File: src/rtl/imm_extend_unit.sv
// imm_extend_unit
// Handshaked immediate extender between decode and the execute operand mux.
// Modes: 00 zext8, 01 zext12, 10 sign-extended shifted branch offset,
// 11 rotated immediate (imm8 ROR 2*rot4) produced by a serial rotator.
// A one-entry output buffer (HOLD) gives one result per cycle for the
// non-rotating modes when the consumer keeps out_ready high.
module imm_extend_unit #(
    parameter int WIDTH    = 32,
    parameter int ROT_STEP = 2,
    parameter int BR_SHIFT = 2
) (
    input  logic             clk,
    input  logic             rst_n,
    input  logic             in_valid,
    output logic             in_ready,
    input  logic [23:0]      instr,
    input  logic [1:0]       imm_src,
    output logic             out_valid,
    input  logic             out_ready,
    output logic [WIDTH-1:0] ext_imm,
    output logic             rot_carry,
    output logic             busy
);

    localparam int CW = $clog2(WIDTH);

    typedef enum logic [1:0] {
        IDLE = 2'b00,
        ROT  = 2'b01,
        HOLD = 2'b10
    } state_t;

    state_t          state;
    logic [CW-1:0]   remain;

    logic            accept;
    logic [WIDTH-1:0] zext8;
    logic [WIDTH-1:0] zext12;
    logic [WIDTH-1:0] br_sext;
    logic [WIDTH-1:0] br_imm;
    logic [CW-1:0]   rot_amt;
    logic [CW-1:0]   step;
    logic [WIDTH-1:0] rot_next;

    // A new op may enter when empty, or when the held result leaves this cycle.
    assign in_ready = (state == IDLE) || ((state == HOLD) && out_ready);
    assign accept   = in_valid && in_ready;

    // Immediate candidates decoded straight from the incoming instruction.
    assign zext8   = {{(WIDTH-8){1'b0}}, instr[7:0]};
    assign zext12  = {{(WIDTH-12){1'b0}}, instr[11:0]};
    assign br_sext = {{(WIDTH-24){instr[23]}}, instr};
    assign br_imm  = br_sext << BR_SHIFT;
    assign rot_amt = CW'({instr[11:8], 1'b0});

    // Per-cycle rotate amount: a full step, or whatever is left.
    assign step = (remain < CW'(ROT_STEP)) ? remain : CW'(ROT_STEP);

    // Small rotator: only even amounts up to ROT_STEP ever occur, so mux
    // between those fixed rotations instead of building a full barrel.
    always_comb begin
        rot_next = ext_imm;
        for (int k = 1; k <= ROT_STEP/2; k++) begin
            if (step == CW'(2*k))
                rot_next = (ext_imm >> (2*k)) | (ext_imm << (WIDTH - 2*k));
        end
    end

    // Control FSM; ext_imm doubles as the rotation working register, so it
    // only changes on accept or while rotating and is frozen in HOLD.
    always_ff @(posedge clk) begin
        if (!rst_n) begin
            state     <= IDLE;
            remain    <= '0;
            ext_imm   <= '0;
            rot_carry <= 1'b0;
            out_valid <= 1'b0;
            busy      <= 1'b0;
        end else begin
            case (state)
                IDLE, HOLD: begin
                    if (accept) begin
                        rot_carry <= 1'b0;
                        case (imm_src)
                            2'b00: begin
                                ext_imm   <= zext8;
                                remain    <= '0;
                                state     <= HOLD;
                                out_valid <= 1'b1;
                                busy      <= 1'b0;
                            end
                            2'b01: begin
                                ext_imm   <= zext12;
                                remain    <= '0;
                                state     <= HOLD;
                                out_valid <= 1'b1;
                                busy      <= 1'b0;
                            end
                            2'b10: begin
                                ext_imm   <= br_imm;
                                remain    <= '0;
                                state     <= HOLD;
                                out_valid <= 1'b1;
                                busy      <= 1'b0;
                            end
                            default: begin
                                ext_imm <= zext8;
                                remain  <= rot_amt;
                                if (rot_amt == '0) begin
                                    state     <= HOLD;
                                    out_valid <= 1'b1;
                                    busy      <= 1'b0;
                                end else begin
                                    state     <= ROT;
                                    out_valid <= 1'b0;
                                    busy      <= 1'b1;
                                end
                            end
                        endcase
                    end else if ((state == HOLD) && out_ready) begin
                        state     <= IDLE;
                        out_valid <= 1'b0;
                        busy      <= 1'b0;
                    end
                end
                ROT: begin
                    ext_imm <= rot_next;
                    remain  <= remain - step;
                    if (remain == step) begin
                        // Carry follows the final rotated MSB.
                        rot_carry <= rot_next[WIDTH-1];
                        state     <= HOLD;
                        out_valid <= 1'b1;
                        busy      <= 1'b0;
                    end
                end
                default: begin
                    state     <= IDLE;
                    out_valid <= 1'b0;
                    busy      <= 1'b0;
                end
            endcase
        end
    end

endmodule
File: config.mk
export PLATFORM = sky130hd
export DESIGN_NAME = imm_extend_unit
export DESIGN_NICKNAME = d
export VERILOG_FILES = /design/src/rtl/imm_extend_unit.sv
export SDC_FILE = /design/constraint.sdc
export NUM_CORES = 1
export LEC_CHECK = 0
export BUFFER_PORTS_ARGS = -buffer_cell sky130_fd_sc_hd__buf_2
export CAP_MARGIN = 30
export CORE_ASPECT_RATIO = 1.75
export CORE_MARGIN = 5
export CORE_UTILIZATION = 49
export DETAILED_ROUTE_END_ITERATION = 7
export HOLD_SLACK_MARGIN = 0.12
export PLACE_DENSITY_LB_ADDON = 0.1
export SLEW_MARGIN = 10
export SYNTH_ARGS = -nofsm -noshare
export SYNTH_HDL_FRONTEND = slang
export SYNTH_SLANG_ARGS = --single-unit
File: constraint.sdc
create_clock -name clk -period 2.03 [get_ports clk]
set_input_delay 0.1015 -clock clk [delete_from_list [all_inputs] [get_ports clk]]
set_output_delay 0.1015 -clock clk [all_outputs]
set_load 0.02 [all_outputs]
; Word level (Yosys, flattened, before mapping)
; Index checks and enable logic that the tools add are counted.
[totals]
reg_bits = 42
out_inout_bits = 36
[op_classes]
add_sub_neg = 1
n_lt_le_gt_ge = 1
n_eq_ne = 10
n_mux = 28
bitwise = 1
n_reduce_logical = 13
[op_table]
columns = operator, count
row1 = case mux 32 bit (2 select lines), 2
row2 = 2-to-1 mux 32 bit, 2
row3 = OR 30 x 32 -> 32 bit, 1
row4 = 2-to-1 mux 5 bit, 3
row5 = 2-to-1 mux 1 bit, 11
row6 = 2-to-1 mux 2 bit, 5
row7 = case mux 5 bit (2 select lines), 1
row8 = != test 2 bit (second input constant), 3
row9 = case mux 1 bit (2 select lines), 3
row10 = AND reduction 3 bit, 2
row11 = equality test 5 x 2 -> 1 bit (second input constant), 1
row12 = equality test 5 bit, 1
row13 = logical NOT 5 bit, 1
row14 = < comparator 5 x 2 -> 1 bit (second input constant), 1
row15 = subtractor 5 bit, 1
row16 = equality test 2 x 1 -> 1 bit (second input constant), 2
row17 = equality test 2 bit (second input constant), 2
row18 = logical NOT 2 bit, 2
row19 = case mux 2 bit (2 select lines), 1
row20 = AND reduction 2 bit, 2
row21 = != test 3 bit (second input constant), 1
row22 = OR reduction 3 bit, 1
row23 = logical AND 1 bit, 2
row24 = nonzero test 2 bit, 1
row25 = other kinds (2), 2

; Logic depth before layout (Yosys ltp)
; Gate-level depths: netlist of run 1.
[logic_depth]
ltp_word = 6
mapped_depth = 8
mapped_depth_nobuf = 6

; Least setup slack after synthesis of run 1
; Ideal clock, no wire load.
[synth_path]
kind = reg2reg
from = register remain[2]
to = register remain[4]
setup_ns = 0.122
arrival_ns = 1.626
path_slack_ns = 0.282
path_stages_with_launch = 7
n_path_buf = 0
period_less_slack_ns = 1.748
path_cell_list = dfxtp_1 nor3_1 or2_2 ha_1 or4_1 nand4_1 o21ai_0
[synth_via]
elab_chain_len = 4
[synth_lines]
columns = element, line
row1 = "start, declared", 34  ; logic [CW-1:0] remain;
row2 = "start signal, assigned", 108  ; remain <= rot_amt;
row3 = "start signal, assigned", 128  ; remain <= remain - step;
row4 = < comparator 5 x 2 -> 1 bit, 57  ; assign step = (remain < CW'(ROT_STEP)) ? remain : CW'(ROT_STEP);
row5 = 2-to-1 mux 5 bit, 57
row6 = subtractor 5 bit *, 128
row7 = case mux 5 bit (2 select lines) *, 80  ; case (state)
; Mark *: on every way between the ends. The rest lies on a longest branch, timed or not.
; A chain may end at the register's enable or synchronous reset.

; Worst setup path in the final report of run 1
[layout_path]
from = register remain[3]
to = register remain[4]
; Same word-level chain as after synthesis.

==> impl_results.md, run 1 <==
* WP data arrival at 2.06 ns
* Die area at 5647 µm²
* I/O Buffers at 65
* Pwr per Cell Area at 728.8 nW/µm²
* Placed Cells at 373
* Overall Global Routing Usage at 23.56%
* Boundary Pins at 66
* DR iter-0 viols at 118
* DRT Wirelength at 6270 µm
* Area Growth Syn to Fin at 32.10%
* Vias in the first global route at 2,227
* Number of synthesized flops with an enable pin at 0
* Final min period at 1.882 ns
* Crit path kind: flip-flop to flip-flop
* Synth Cell Area at 2058 µm²
* Proportion of layout cells with a drive suffix above 1 at 25.86%
* Kind of end point of the critical path: flip-flop
* # rows at 31
* Clk_lat worst skew at 0.30 ns
* Nets at 381
* TritonCTS Sinks at 41
* Final setup violation count at 0
* Post-CTS repair timing setup buffer count at 0
* VDD IR max at 665.2 µV
* Largest net degree at the start of global routing at 35
* Flop-to-flop setup slack at 0.15 ns
* CTS buffer count at 5
* Detailed Routing Iterations Pass 1 at 4
* FMAX at 531.4 MHz
* Post-synth top area share at 39.88%
* Area contributors post-synth: dfxtp_1 40%, o21ai_0 11%, a21oi_1 9.2%, nand2_1 6.2%, nand3_1 3.6%
* Fin cells at 397
* Reg clk slew, reported paths at 0.08 ns
* Avg Synthesized Cell Area at 7.709 µm²
* Max_cap viols at 0
* Min-Delay Path Class: primary input to flip-flop
* Post-DP HPWL at 4337 µm
* Post-synth cell types at 42
* DR DRC count at 0
* Die boundary height at 95.74 µm
* Synth warn at 0
* Slew @ Worst Pin at 0.5496 ns
* Status: completed
* #FFs+latches synth at 41
* Initial antenna violation count at 0
* Filler cells at 401
* CP startpoint: remain[3]
* N_diodes at 0
* CP endpoint: remain[4]
* Post-Synthesis Net Count at 301
* PostCTS Resize Cnt at 0
* Leakage power at 0.001153 µW
* Reg2reg start: remain[3]
* Drt wl/cell at 15.79 µm
* FF-to-FF path depth at 6
* Core area at 4111 µm²
* Global-route wire length before repair at 10,210 µm
* Post-DRT Antenna Nets at 0
* Power, Total at 1982 µW
* Post-synth top area cell: dfxtp_1
* Placer Congestion at 0.8500
* Slew Limit Fails at 0
* Gate Count Post-Synth at 267
* Fin area at 2719 µm²
* Initial Util at 50.06%
* CP Max Fanout at 6
* Chip width at 58.99 µm
* DR vias at 2,268
* Placed inst area at 2442 µm²
* Root Driver: clkbuf_8
* WHS at 0.1618 ns
* CTS tree: yes
* Layout Skew at 0.004747 ns
* Post-synthesis sequential area ratio at 39.88%
* Synth Flop Type: dfxtp_1
* Clock Tree Buf Depth at 2
* Capturing point of the worst reg2reg path: remain[4]
* GRT Residual Overflow at 0
* Fin. Hold Viols at 0
* Slew Limit Headroom at 63.36%
* DR vias/cell at 5.713
* Critical Path Source Type: flip-flop
* Tcrit/Tclk final at 92.70%
* H-tree levels at 2
* RSZ-0062 raised after global routing: no
* Critical path required time at 2.21 ns
* Setup_tns at 0 ns
* Async set-reset flop share out of synthesis at 0%
==> area by class of cell <==
class                   instances  area [µm²]  area share (%)
well taps                      49       61.31           2.255
inverters                       3       11.26          0.4142
repair buffers                 92       580.6           21.35
clock buffers                   7       86.33           3.175
multi-input cells             204        1129           41.51
flip-flops and latches         41       820.8           30.19
clock inverters                 1       30.03           1.104
==> cells in the final DEF, fill, tap and decap left out, types with 2 or more instances in the layout <==
| cell | count |
|---|---|
| nor2_1 | 8 |
| or4_1 | 2 |
| a21oi_1 | 38 |
| nor2b_1 | 3 |
| o21a_1 | 2 |
| nand2b_1 | 5 |
| dfxtp_1 | 41 |
| o21ai_0 | 47 |
| clkbuf_8 | 6 |
| buf_4 | 10 |
| or2_2 | 2 |
| inv_1 | 2 |
| nand4_1 | 2 |
| nand2_1 | 34 |
| nand3_1 | 15 |
| buf_2 | 65 |
| dlygate4sd3_1 | 16 |
| or3_1 | 3 |
| o31ai_1 | 2 |
| a22oi_1 | 5 |
| a22o_1 | 6 |
| ha_1 | 4 |
| a31oi_1 | 9 |
==> where the power goes <==
group | internal, µW | total (µW) | switching (µW)
registers | 852 | 891 | 39.2
clock network | 401 | 691 | 290
logic | 163 | 399 | 236
==> routing by layer <==
| layer | GRT usage, % | up-vias | wire length (µm) |
|---|---|---|---|
| li1 | - | 1128 | - |
| met1 | 27.30 | 1039 | 2516 |
| met2 | 39.48 | 87 | 3225 |
| met3 | 3.893 | 14 | 319 |
| met4 | 14.56 | 0 | 208 |
| met5 | 0 | - | 0 |
==> through the flow <==
step	setup WS, ns	util (%)
finish	0.1483	66.13
detailed placement	0.1829	59.40
CTS	0.1669	66.13
floorplan	0.2821	-
global route	0.04706	66.13
global placement	0.2585	59.40
==> cells in the mapped netlist, types with 2 or more instances <==
library cell	count
or2_2	2
or3_1	3
nor2_1	8
a31oi_1	9
inv_1	2
buf_2	6
or4_1	2
ha_1	4
nand4_1	2
buf_1	2
o21a_1	2
buf_6	2
nand2_1	34
a21oi_1	38
nand2b_1	5
clkbuf_1	8
dfxtp_1	41
nor2b_1	3
o21ai_0	47
o31ai_1	2
nand3_1	15
a22oi_1	5
a22o_1	6
==> worst max-delay path, stage by stage (launching register included) <==
cell and delay (ns):
dfxtp_1 0.44, nor3_1 0.13, or2_2 0.29, ha_1 0.24, or4_1 0.49, nand4_1 0.10, o21ai_0 0.09
==> what timing repair did <==
action	in CTS	in global routing
endpoints found under the hold margin	16	0
hold buffers	16	0
endpoints found under the setup margin	0	0
==> state kept, by name, summed over array words and instances, names as in the netlist <==
register   cells
ext_imm       32
state          1
busy           1
out_valid      1
remain         5
rot_carry      1
==> logic make-up (layout without fill, tap and decap cells) <==
family,after synthesis,after routing,synth area share (%)
AND/OR/NAND/NOR,82,82,19.64
buffers and inverters,22,103,5.289
AO/OA/AOI/OAI,117,117,32.58
flip-flops,41,41,39.88
adder cells (fa/ha/maj),4,4,2.432
other,1,1,0.1822
==> worst min-delay path by stage <==
stage | startpoint | end | slack [ns] | cells after the start
2_1_floorplan | instr[10] | ext_imm[12] | 0.24 | 2
6_report | instr[23] | ext_imm[31] | 0.16 | 3
4_1_cts | instr[23] | ext_imm[31] | 0.15 | 3
3_3_place_gp | instr[13] | ext_imm[15] | 0.34 | 3
3_5_place_dp | instr[15] | ext_imm[17] | 0.35 | 3
5_1_grt | instr[23] | ext_imm[31] | 0.18 | 3
Note: power is estimated with default switching activity, not from simulation.
==> inputs of run 2 (changes only) <==
ABC_AREA = 1   (was default)
==> impl_results.md, run 2 <==
* Post-synth top area share at 35.59%
* Global-route wire length before repair at 11,350 µm
* Most numerous cell in the Yosys netlist: nand2_1
* RSZ-0062 raised after global routing: no
* CP Max Fanout at 9
* Detailed Routing Iterations Pass 1 at 4
* Largest register by flop count: ext_imm
* DR DRC count at 0
* Kind of end point of the critical path: flip-flop
* Async set-reset flop share out of synthesis at 0%
* Final core occ at 60.69%
* Net Switching at 680.7 µW
* Slowest-stage cell, CP: dfxtp_1
* Layout Skew at 0.007613 ns
* Chip width at 61.86 µm
* DR vias/cell at 5.251
* Area contributors post-synth: dfxtp_1 36%, nand2_1 21%, nand3_1 10%, a21oi_1 7.2%, nor2_1 5.5%
* P_int at 1510 µW
* Max FFs per register at 32
* WP data arrival at 2.01 ns
* Clock Tree Buf Depth at 2
* Final min period at 1.775 ns
* Synth warn at 0
* CTS buffer count at 5
* Overall Global Routing Usage at 23.68%
* # rows at 33
* Fin area at 2806 µm²
* H-tree levels at 2
* Proportion of layout cells with a drive suffix above 1 at 21.40%
* Synth Flop Type: dfxtp_1
* CTS tree: yes
* Power, Total at 2190 µW
* Placed inst area at 2643 µm²
* Slew Limit Fails at 0
* Commonest non-fill, non-tap cells in the layout: 130 x nand2_1, 65 x buf_2, 48 x nand3_1, 41 x dfxtp_1, 34 x nor2_1
* Leakage power at 0.001456 µW
* Synth Cell Area at 2306 µm²
* Drt wl/cell at 14.03 µm
* Vias in the first global route at 2,494
* GRT Residual Overflow at 0
* Most common cell after layout, fill and taps aside: nand2_1
* Reg power frac at 41.0%
* Largest regs: ext_imm x32, remain x5
* Min-Delay Path Class: primary input to flip-flop
* Post-Synthesis Net Count at 399
* Fin. Hold Viols at 0
* Post-synth top area cell: dfxtp_1
* Post-DP HPWL at 4997 µm
* Critical Path Source Type: flip-flop
* Gate Count Post-Synth at 365
* Core area at 4624 µm²
* DRT Wirelength at 6763 µm
* Clk_lat worst skew at 0.30 ns
* VDD IR max at 606.3 µV
* Critical path required time at 2.27 ns
* Post-synth cell types at 26
* Final WS setup at 0.2552 ns
* Boundary Pins at 66
* Nets at 463
* Placer Congestion at 0.8779
* Sw frac at 31.08%
* Commonest cells post-synth: 130 x nand2_1, 48 x nand3_1, 41 x dfxtp_1
* Status: completed
* N_diodes at 0
* DR iter-0 viols at 91
* Pwr per Cell Area at 780.5 nW/µm²
* Post-synthesis sequential area ratio at 35.59%
* Die boundary height at 100.8 µm
* Slowest Stage Delay on Critical Path at 0.44 ns
* Tcrit/Tclk final at 87.43%
* Setup_tns at 0 ns
* Post-DRT Antenna Nets at 0
* Number of synthesized flops with an enable pin at 0
* Initial antenna violation count at 0
* Area Growth Syn to Fin at 21.70%
* TritonCTS Sinks at 41
* Root Driver: clkbuf_8
* Most frequent cell on the critical path: a21oi_1
* Gate power share at 22.6%
* Reg clk slew, reported paths at 0.09 ns
* Dpl ws at 0.2687 ns
* I/O Buffers at 65
* Clk pwr share at 36.4%
* Initial Util at 49.86%
* Die area at 6232 µm²
* Avg Synthesized Cell Area at 6.318 µm²
* PostCTS Resize Cnt at 0
* Critical-path cell list: nor2_4 > nand2_4 > inv_1 > or2_2 > ha_1 > nor2_1 > nand2_1 > a21oi_1 > o21ai_0 > a21oi_1
* Final setup violation count at 0
* #FFs+latches synth at 41
* FMAX at 563.4 MHz
* Max_cap viols at 0
* DR vias at 2,531
* Crit path kind: flip-flop to flip-flop
* Largest net degree at the start of global routing at 31
==> run 2: path summary, 6_finish.rpt <==
check | start | endpoint | slack (ns) | cells past startpoint
setup / recovery | remain[2] | remain[4] | 0.26 | 10
hold / removal | instr[14] | ext_imm[16] | 0.13 | 5
setup reg to reg | remain[2] | remain[4] | 0.26 | 10
hold reg to reg | remain[0] | remain[0] | 0.44 | 2
==> run 2: through the flow <==
step | hold WS, ns | std cells
after global placement | 0.4096 | 471
final | 0.1347 | 482
after CTS | 0.1273 | 482
after global routing | 0.1450 | 482
after floorplan | 0.3091 | 365
after detailed placement | 0.4126 | 471
==> run 2: repair_timing <==
item	4_1_cts	5_1_grt
hold endpoints to repair	3	0
buffers inserted	0	0
hold buffers	3	0
==> run 2: logic make-up (layout without fill, tap and decap cells) <==
group | Yosys count | after routing | synth area share, %
simple gates | 222 | 222 | 41.07
compound gates | 50 | 50 | 10.85
buf+inv | 46 | 111 | 9.766
flops | 41 | 41 | 35.59
fa+ha+maj | 4 | 4 | 2.170
other cells | 1 | 1 | 0.1626
xor+xnor | 1 | 1 | 0.3799
==> run 2: worst max-delay path: cells and delay by family (launching register included) <==
family	cells	cell delay, ns
and+or+nand+nor	5	0.68
buffers and inverters	1	0.06
AOI/OAI and AO/OA	3	0.33
DFF	1	0.44
adders and majority gates	1	0.21
==> run 2: layout make-up <==
class	count	area (µm²)
sequential	41	820.8
clock buffer	5	68.82
timing repair buffer	74	412.9
tap	52	65.06
multi-input combinational	278	1260
clock inverter	3	65.06
fill	477	1818
inverter	29	113.9
==> run 2: power by group through the flow <==
stage	clock network [µW]	logic, µW	registers [µW]
2_1_floorplan	0	296	958
6_report	798	495	898
4_1_cts	813	498	898
3_5_place_dp	0	492	916
3_3_place_gp	0	484	915
5_1_grt	846	555	904
==> run 2: layer usage <==
layer / routed length [µm] / GRT usage, % / vias up
met5: 0 / 0 / -
met4: 255 / 10.95 / 0
met3: 313 / 4.103 / 24
met2: 3507 / 40.36 / 78
met1: 2686 / 27.56 / 1149
li1: - / - / 1280
==> inputs of run 3 (changes only) <==
CTS_BUF_LIST = sky130_fd_sc_hd__clkbuf_8   (was default)
SLEW_MARGIN = 15   (was 10)
clock period = 1.85 ns   (was 2.03 ns; I/O delays follow)
==> impl_results.md, run 3 (synthesized netlist as in run 2, its figures left out) <==
* Status: completed
* Slew Limit Fails at 0
* DR vias at 2,537
* Commonest non-fill, non-tap cells in the layout: 130 x nand2_1, 65 x buf_2, 48 x nand3_1, 41 x dfxtp_1, 34 x nor2_1
* CTS tree: yes
* WHS at 0.1329 ns
* Largest register by flop count: ext_imm
* Fin cells at 483
* Filler cells at 482
* Overall Global Routing Usage at 23.22%
* # rows at 33
* Nets at 465
* Fin. Hold Viols at 0
* Most common cell after layout, fill and taps aside: nand2_1
* Leakage power at 0.001438 µW
* H-tree levels at 2
* WP data arrival at 2.01 ns
* Critical Path Source Type: flip-flop
* Die area at 6232 µm²
* CP Max Fanout at 8
* Vias in the first global route at 2,443
* Final core occ at 59.61%
* Met2 Track Usage GR at 39.47%
* DR iter-0 viols at 151
* DR DRC count at 0
* Critical path required time at 2.09 ns
* Clk_lat worst skew at 0.30 ns
* Boundary Pins at 66
* N_diodes at 0
* Clock Tree Buf Depth at 2
* Chip width at 61.86 µm
* CP startpoint: remain[2]
* Met1 usage at 26.25%
* DRT Wirelength at 6657 µm
* Largest regs: ext_imm x32, remain x5
* GRT Residual Overflow at 0
* Final setup violation count at 0
* Core area at 4624 µm²
* Largest net degree at the start of global routing at 22
* Most frequent cell on the critical path: a21oi_1
* Global-route wire length before repair at 10,920 µm
* Max FFs per register at 32
* Min-Delay Path Class: primary input to flip-flop
* Detailed Routing Iterations Pass 1 at 4
* FMAX at 564.4 MHz
* Die boundary height at 100.8 µm
* Initial Util at 49.86%
* Initial antenna violation count at 0
* DR vias/cell at 5.253
* Final min period at 1.772 ns
* VDD IR max at 528.5 µV
* TritonCTS Sinks at 41
* Area Growth Syn to Fin at 19.53%
* CTS buffer count at 5
* Layout Skew at 0.01000 ns
* Post-DP HPWL at 4881 µm
* Pwr per Cell Area at 759.3 nW/µm²
* Reg2reg start: remain[2]
* Fin area at 2756 µm²
* Hold path start: instr[21]
* Placed Cells at 473
* Met3 Use GR at 3.846%
* Post-DRT Antenna Nets at 0
* Setup_tns at 0 ns
* Tcrit/Tclk final at 95.77%
* I/O Buffers at 65
* Placer Congestion at 0.8717
* Reg clk slew, reported paths at 0.09 ns
* Kind of end point of the critical path: flip-flop
* Critical-path cell list: nor2_4 > nand2_4 > inv_1 > or2_2 > ha_1 > nor2_1 > nand2_1 > a21oi_1 > o21ai_0 > a21oi_1
* GR peak layer: met2
* Post-CTS repair timing setup buffer count at 0
* Drt wl/cell at 13.78 µm
* Slowest Stage Delay on Critical Path at 0.45 ns
* RSZ-0062 raised after global routing: no
* Placed inst area at 2645 µm²
* Slowest-stage cell, CP: dfxtp_1
* Root Driver: clkbuf_8
* Proportion of layout cells with a drive suffix above 1 at 21.35%
* Crit path kind: flip-flop to flip-flop
* Max_cap viols at 0
## run 3: area by class of cell
type,instances,area [µm²],area share [%]
inverters,29,113.9,4.131
clock buffers,5,68.82,2.497
repair buffers,76,415.4,15.07
multi-input cells,278,1260,45.71
flip-flops and latches,41,820.8,29.78
well taps,52,65.06,2.360
clock inverters,2,12.51,0.4539
## run 3: worst paths after layout
check	slack, ns	end	depth (start not counted)
min	0.13	ext_imm[23]	5
min reg2reg	0.45	remain[0]	2
max reg2reg	0.08	remain[4]	10
max	0.08	remain[4]	10
## run 3: per-layer routing
metal,wire length (µm),part of all wire (%)
met2,3499,53
met5,0,0
met4,222,3.3
met1,2579,39
met3,356,5.3
## run 3: stage by stage
step / power (µW) / setup slack [ns]
floorplan: 1376 / 0.2802
global placement: 1533 / 0.1608
detailed placement: 1534 / 0.1089
CTS: 2112 / 0.1063
global route: 2223 / 0.009759
finish: 2093 / 0.07821
## run 3: repair_timing
item | 4_1_cts | 5_1_grt
resized for setup | 0 | 0
setup endpoints to repair | 0 | 0
hold buffers | 3 | 0
hold endpoints to repair | 3 | 0
## run 3: report_power, final
group,total [µW],leakage [µW],switching (µW),internal (µW)
Combinational,537,0.00106,355,182
Sequential,982,0.000335,45.8,937
Clock,573,0.0000454,317,256
Total,2090,0.00144,718,1370
## run 3: worst max-delay path: cells and delay by family, from the launching register on
family	cells	cell delay, ns
AND/OR/NAND/NOR	5	0.67
flip-flops	1	0.45
AO/OA/AOI/OAI	3	0.32
adder cells (fa/ha/maj)	1	0.21
buffers and inverters	1	0.06
